File: src/rtl/serial_add_ctrl.sv
// serial_add_ctrl: byte-serial multi-word add/subtract sequencer.
// Time-shares one external combinational 8-bit adder across WORDS byte
// slices, least significant slice first, carrying between slices through a
// single registered carry bit. Subtraction is a + ~b + 1.
// Optional feature macro: SERIAL_ADD_OVF_EN adds a registered two's-complement
// overflow flag (ovf), valid with done and held like sum.
module serial_add_ctrl #(
  parameter int WORDS = 4
) (
  input  logic                 clk,
  input  logic                 rst_n,
  input  logic                 start,
  input  logic                 op_sub,
  input  logic [8*WORDS-1:0]   a,
  input  logic [8*WORDS-1:0]   b,
  input  logic                 cin,
  output logic                 ready,
  output logic                 done,
  output logic [8*WORDS-1:0]   sum,
  output logic                 cout,
`ifdef SERIAL_ADD_OVF_EN
  output logic                 ovf,
`endif
  output logic [7:0]           add_a,
  output logic [7:0]           add_b,
  output logic                 add_cin,
  input  logic [7:0]           add_s,
  input  logic                 add_cout
);

  localparam int IDX_W = (WORDS > 1) ? $clog2(WORDS) : 1;
  localparam logic [IDX_W-1:0] LAST_IDX = IDX_W'(WORDS - 1);

  typedef enum logic [1:0] {
    S_IDLE = 2'd0,
    S_RUN  = 2'd1,
    S_DONE = 2'd2
  } state_e;

  state_e                 state_q;
  logic [IDX_W-1:0]       idx_q;
  logic [WORDS-1:0][7:0]  a_q;
  logic [WORDS-1:0][7:0]  b_q;
  logic [WORDS-1:0][7:0]  sum_q;
  logic                   carry_q;
  logic                   cout_q;
  logic                   done_q;

  // Operand B and slice-0 carry as captured at accept (subtract = add ~b + 1).
  logic [WORDS-1:0][7:0]  b_d;
  logic                   carry_d;
  logic                   run;
  logic [7:0]             slice_a;
  logic [7:0]             slice_b;

  assign b_d     = op_sub ? ~b : b;
  assign carry_d = op_sub | cin;

  assign run     = (state_q == S_RUN);
  assign ready   = (state_q == S_IDLE) || (state_q == S_DONE);
  assign slice_a = a_q[idx_q];
  assign slice_b = b_q[idx_q];

  // Adder inputs are only driven while slices are being processed; zero otherwise.
  assign add_a   = run ? slice_a : 8'd0;
  assign add_b   = run ? slice_b : 8'd0;
  assign add_cin = run & carry_q;

  assign sum  = sum_q;
  assign cout = cout_q;
  assign done = done_q;

`ifdef SERIAL_ADD_OVF_EN
  logic ovf_q;
  logic msb_cin;

  // Carry into the operand MSB recovered from the top bit of the final slice.
  assign msb_cin = slice_a[7] ^ slice_b[7] ^ add_s[7];
  assign ovf     = ovf_q;
`endif

  // Sequencer: accept in IDLE/DONE, one byte slice per RUN cycle, one-cycle DONE.
  always_ff @(posedge clk or negedge rst_n) begin
    if (!rst_n) begin
      state_q <= S_IDLE;
      idx_q   <= '0;
      carry_q <= 1'b0;
      a_q     <= '0;
      b_q     <= '0;
      sum_q   <= '0;
      cout_q  <= 1'b0;
      done_q  <= 1'b0;
`ifdef SERIAL_ADD_OVF_EN
      ovf_q   <= 1'b0;
`endif
    end else begin
      case (state_q)
        S_IDLE, S_DONE: begin
          if (start) begin
            a_q     <= a;
            b_q     <= b_d;
            carry_q <= carry_d;
            idx_q   <= '0;
            sum_q   <= '0;
            done_q  <= 1'b0;
            state_q <= S_RUN;
          end else begin
            done_q  <= 1'b0;
            state_q <= S_IDLE;
          end
        end
        S_RUN: begin
          sum_q[idx_q] <= add_s;
          carry_q      <= add_cout;
          if (idx_q == LAST_IDX) begin
            cout_q  <= add_cout;
            done_q  <= 1'b1;
            state_q <= S_DONE;
`ifdef SERIAL_ADD_OVF_EN
            ovf_q   <= add_cout ^ msb_cin;
`endif
          end else begin
            idx_q <= idx_q + 1'b1;
          end
        end
        default: begin
          done_q  <= 1'b0;
          state_q <= S_IDLE;
        end
      endcase
    end
  end

endmodule

File: config.mk
export PLATFORM = sky130hd
export DESIGN_NAME = serial_add_ctrl
export DESIGN_NICKNAME = d
export VERILOG_FILES = /design/src/rtl/serial_add_ctrl.sv
export SDC_FILE = /design/constraint.sdc
export NUM_CORES = 1
export LEC_CHECK = 0
export BUFFER_PORTS_ARGS = -buffer_cell sky130_fd_sc_hd__buf_2
export CORE_MARGIN = 2
export CORE_UTILIZATION = 47
export CTS_BUF_LIST = sky130_fd_sc_hd__clkbuf_8 sky130_fd_sc_hd__clkbuf_16
export DETAILED_ROUTE_END_ITERATION = 8
export PLACE_DENSITY = 0.76
export RECOVER_POWER = 50
export SYNTH_ARGS = -nofsm -noshare
export SYNTH_HDL_FRONTEND = slang
export SYNTH_SLANG_ARGS = --single-unit
File: constraint.sdc
create_clock -name clk -period 1.6 [get_ports clk]
set_clock_uncertainty 0.05 [all_clocks]
set_input_delay 0.4 -clock clk [delete_from_list [all_inputs] [get_ports clk]]
set_output_delay 0.4 -clock clk [all_outputs]
set_load 0.02 [all_outputs]
* After elaboration in Yosys (flattened, before gate mapping)
Index checks and enable logic that the tools add are counted.
Storage, ports and cells: bits in registers 103, input bits 78, output and inout bits 52, logic and storage cells 60
Operators by class: $add $sub $neg 1, $lt $le $gt $ge 2, equal/unequal tests 6, multiplexer cells 22, bitwise operators 3, reductions and logical operators 9
Operator list (number):
- two-way mux 32 bit | 2
- case mux 32 bit (2 select lines) | 1
- two-way mux 8 bit | 5
- binary-select mux 8 bit (select 2 bit) | 2
- bitwise mux 32 bit | 1
- inverter 32 bit | 1
- demux 8 bit (select 2 bit) | 1
- case mux 2 bit (2 select lines) | 2
- two-way mux 2 bit | 3
- AND reduction 2 bit | 3
- == test 2 bit, second input constant | 2
- two-way mux 1 bit | 4
- inequality test 2 bit, second input constant | 2
- < comparator 2 x 3 -> 1 bit, second input constant | 1
- AND reduction 3 bit | 1
- adder 2 x 1 -> 2 bit, second input constant | 1
- == test 2 x 1 -> 1 bit, second input constant | 1
- greater-or-equal comparator 2 x 1 -> 1 bit, second input constant | 1
- logical NOT 2 bit | 1
- inequality test 2 x 1 -> 1 bit, second input constant | 1
- case mux 1 bit (2 select lines) | 1
- nonzero test 2 bit | 1
- OR reduction 2 bit | 1
- AND 1 bit | 1
- 3 further kinds | 3

* Longest topological paths before layout
depth in word-level cells 6, depth in mapped cells 8, gate-level depth less buffers 5

* Worst setup path before layout
Ideal clock, no wire load.
path type register to output, start register idx_q[0], end output port add_b[0], arrival time 1.364 ns, data required time 1.150 ns, slack -0.214 ns, stages on the path, launching flop included 5, path buffers 2, cell sequence dfrtp_1 > buf_6 > buf_12 > mux4_2 > and2_1
Between the ends: cells in the longest elaborated chain, start to end 3
Ends and longest elaborated chain:
- from (decl) | RTL line 41 | logic [IDX_W-1:0] idx_q;
- from (signal assigned) | RTL line 123 | idx_q <= idx_q + 1'b1;
- binary-select mux 8 bit (select 2 bit) | RTL line 62 | assign slice_b = b_q[idx_q];
- two-way mux 8 bit (not written as such) | RTL line 62
- two-way mux 8 bit | RTL line 66 | assign add_b = run ? slice_b : 8'd0;
- to (decl) | RTL line 25 | output logic [7:0] add_b,
No other way between the ends. The select of a mux whose other input is x is not followed.

* Worst setup path in the final report
start register idx_q[0], end output port add_b[3]
Same word-level chain as after synthesis.

==> key figures <==
Setup path
  • CP Launch Type: flip-flop
  • WP data arrival: approximately 1700 ps
  • Most used cell, CP: buf_6
  • CP cell instances: buf_6, mux4_2, and2_4, buf_6
  • Reg2Reg Setup Slack: -90 ps
  • Max incr delay on CP: about 510 ps
  • Crit-path slowest cell: mux4_2
  • Critical path class: reg -> out
  • CP endpoint kind: output pin
  • Required time of the critical path: approximately 1200 ps
  • Crit path max fanout: 7

STA
  • RSZ-0062 raised after global routing: yes
  • Rel. slew slack: 56.4%
  • Setup WS post-layout: -591 ps
  • Setup violations, final: roughly 70
  • Max Slew Vio Count: 0
  • F_max: ~460 MHz
  • Period utilization: 137%
  • Final hold violations: 0
  • Fin Hold WS: 211 ps
  • Tmin final: about 2200 ps
  • Worst slew pin tran: about 650 ps

Yosys
  • Cell taking the most area after synthesis: dfrtp_1
  • Top cell type's share of synthesized area: approximately 54%
  • Number of synthesized register bits: 102
  • Synth cell types: 22
  • Syn Nets: around 470
  • Synthesized area per cell: about 12 um2
  • Mapped Cells: around 400
  • Largest cells by area after synthesis: dfrtp_1 54%, mux2_2 7.9%, o21ai_0 7.0%
  • Synth async-reset ratio: 100%
  • Post-synth EDFFs: 0
  • Sequential area share after synthesis: around 54%
  • Ys Warns: 0
  • Most used flip-flop cell after synthesis: dfrtp_1
  • Mapped Area: between 0.004 and 0.005 mm2

Floorplanning
  • Starting Density: 48.2%
  • Die Area: roughly 0.011 mm2
  • Rows: 36
  • Boundary Pins: 130
  • Chip height: approximately 100 um
  • Die Width: around 100 um
  • Core Box Area: roughly 0.01 mm2

Clock tree
  • Num CTS Buffers: 9
  • Insertion delay to the later sink of the worst-skew pair: between 300 and 400 ps
  • Clk pin slew, worst setup/hold paths: around 100 ps
  • Clock Root Buffer: clkbuf_8
  • CTS tree: yes
  • Clock Sinks: between 100 and 150
  • H-tree depth: 3
  • Longest Clk Path Bufs: 2

Final layout
  • Final core utilization: 62.9%
  • Most common cell after layout, fill and taps aside: buf_2
  • Layout cells sized above 1: a little under half
  • Design Area, Final: 0.00612 mm2
  • ANT cells: 0
  • Fillers: roughly 800
  • Storage cell area: approximately 0.0026 mm2
  • Area grow syn2layout: 30.6%
  • # nets final: around 620
  • Multi-input logic area: approximately 0.002 mm2
  • Commonest non-fill, non-tap cells in the layout: 109 x buf_2, 102 x dfrtp_1, 50 x o21ai_0, 36 x nand2_1, 33 x mux2_2

Power
  • P_leak: 2.93 nW
  • Total Power: approximately 13 mW
  • Pwr/cell area: between 2000 and 2500 mW/mm2
  • IR drop worst, VDD: around 930 uV

Routing
  • Antenna Nets Post-Route: 0
  • DR vias/cell: about 5.2
  • Final WL: 10.8 mm
  • DR vias: about 3500
  • # DRC: 0
  • Pre-antenna DRT Iters: 4
  • DR WL/cell: 16.0 um
  • DR iter-0 viols: 94

Global routing
  • Initial antenna violation count: 0
  • First-pass GRT wire length: between 15 and 20 mm
  • Largest net degree at the start of global routing: 42
  • Gr usage total: 20.7%
  • Number of global-route vias before repair: 3512
  • Global route overflow: 0

Run
  • Max Cap Viol: 0

Place
  • Count of input and output buffers: 129
  • HPWL after DPL: slightly below 8 mm
  • Routability Congestion: roughly 0.79
  • Placed Area: 0.00569 mm2
  • Post-Place Setup Slack: -302 ps

Run status
  • Failing checks: setup timing
  • Outcome: finished with violations

Min path
  • Worst Hold Class: in -> reg
-- layout make-up --
type	count	share of cell area, %
Clock buffer	9	2.02
Multi-Input combinational cell	247	32.2
Sequential cell	102	41.7
Tap cell	133	2.72
Timing Repair Buffer	165	19.2
Clock inverter	6	1.45
Inverter	12	0.736
-- repair_timing --
action / 4_1_cts / 5_1_grt
gates resized for setup: 57 / 31
pin swaps: 17 / 1
setup endpoints to repair: 23 / 46
setup buffers: 3 / 2
hold endpoints to repair: 23 / 0
hold buffers: 1 / 0
cloned: 2 / 1
-- cell usage after synthesis (2+ instances only) --
master    number
and2_1        17
buf_2         15
buf_6          4
clkbuf_1       8
dfrtp_1      102
ha_1           4
inv_1         12
mux2_2        33
mux2i_1        2
mux4_1         9
mux4_2         7
nand2_1       36
nand3_1       32
nand3b_1       4
o21ai_0       66
xnor2_1       32
-- worst paths after layout --
check | cells past startpoint | to | start
worst min-delay path | 2 | a_q[3] | a[3]
max in group asynchronous | 3 | a_q[19] | rst_n
worst min register to register | 2 | b_q[22] | b_q[22]
min in group asynchronous | 2 | b_q[11] | rst_n
worst max-delay path | 4 | add_b[3] | idx_q[0]
worst max register to register | 5 | b_q[12] | state_q[0]
-- per-layer routing --
metal / routed length (um) / vias up / global-route usage, %
li1: - / 1631 / -
met1: 4670 / 1714 / 27.5
met2: 5370 / 112 / 33.8
met3: 567 / 16 / 5.08
met4: 197 / 0 / 6.47
met5: 0 / - / 0
-- sequential cells by signal (all words and copies together) (netlist names) --
name,count
carry_q,1
idx_q,2
cout,1
b_q,32
state_q,2
a_q,32
sum,32
-- per-stage QoR --
stage                     cells  TNS [ps]
after floorplan             389     -2200
after global placement      652     -3800
after detailed placement    652     -4070
after CTS                   672     -9850
after global routing        674    -23050
final                       674    -12510
-- critical path, delay by kind of cell (launching register included) --
kind / cells / cell delay (ps)
buffers and inverters: 2 / 300
flip-flops: 1 / 420
AND/OR/NAND/NOR: 1 / 150
multiplexers: 1 / 510
-- power by group --
part	leakage [nW]	internal [mW]	switching (mW)
Sequential	1.27	3.78	0.688
Clock	0.107	0.873	0.866
Combinational	1.56	3.52	3.08
Total	2.93	8.17	4.64
-- logic make-up (layout without fill, tap and decap cells) --
| family | Yosys count | in the layout | synth area share (%) |
|---|---|---|---|
| multiplexers | 51 | 51 | 16.8 |
| buffers and inverters | 40 | 192 | 4.59 |
| adder cells (fa/ha/maj) | 4 | 4 | 1.07 |
| XOR/XNOR | 32 | 32 | 5.98 |
| AO/OA/AOI/OAI | 67 | 67 | 7.21 |
| AND/OR/NAND/NOR | 93 | 93 | 9.93 |
| flip-flops | 102 | 102 | 54.5 |
No activity file was read; power rests on OpenSTA's default activity.
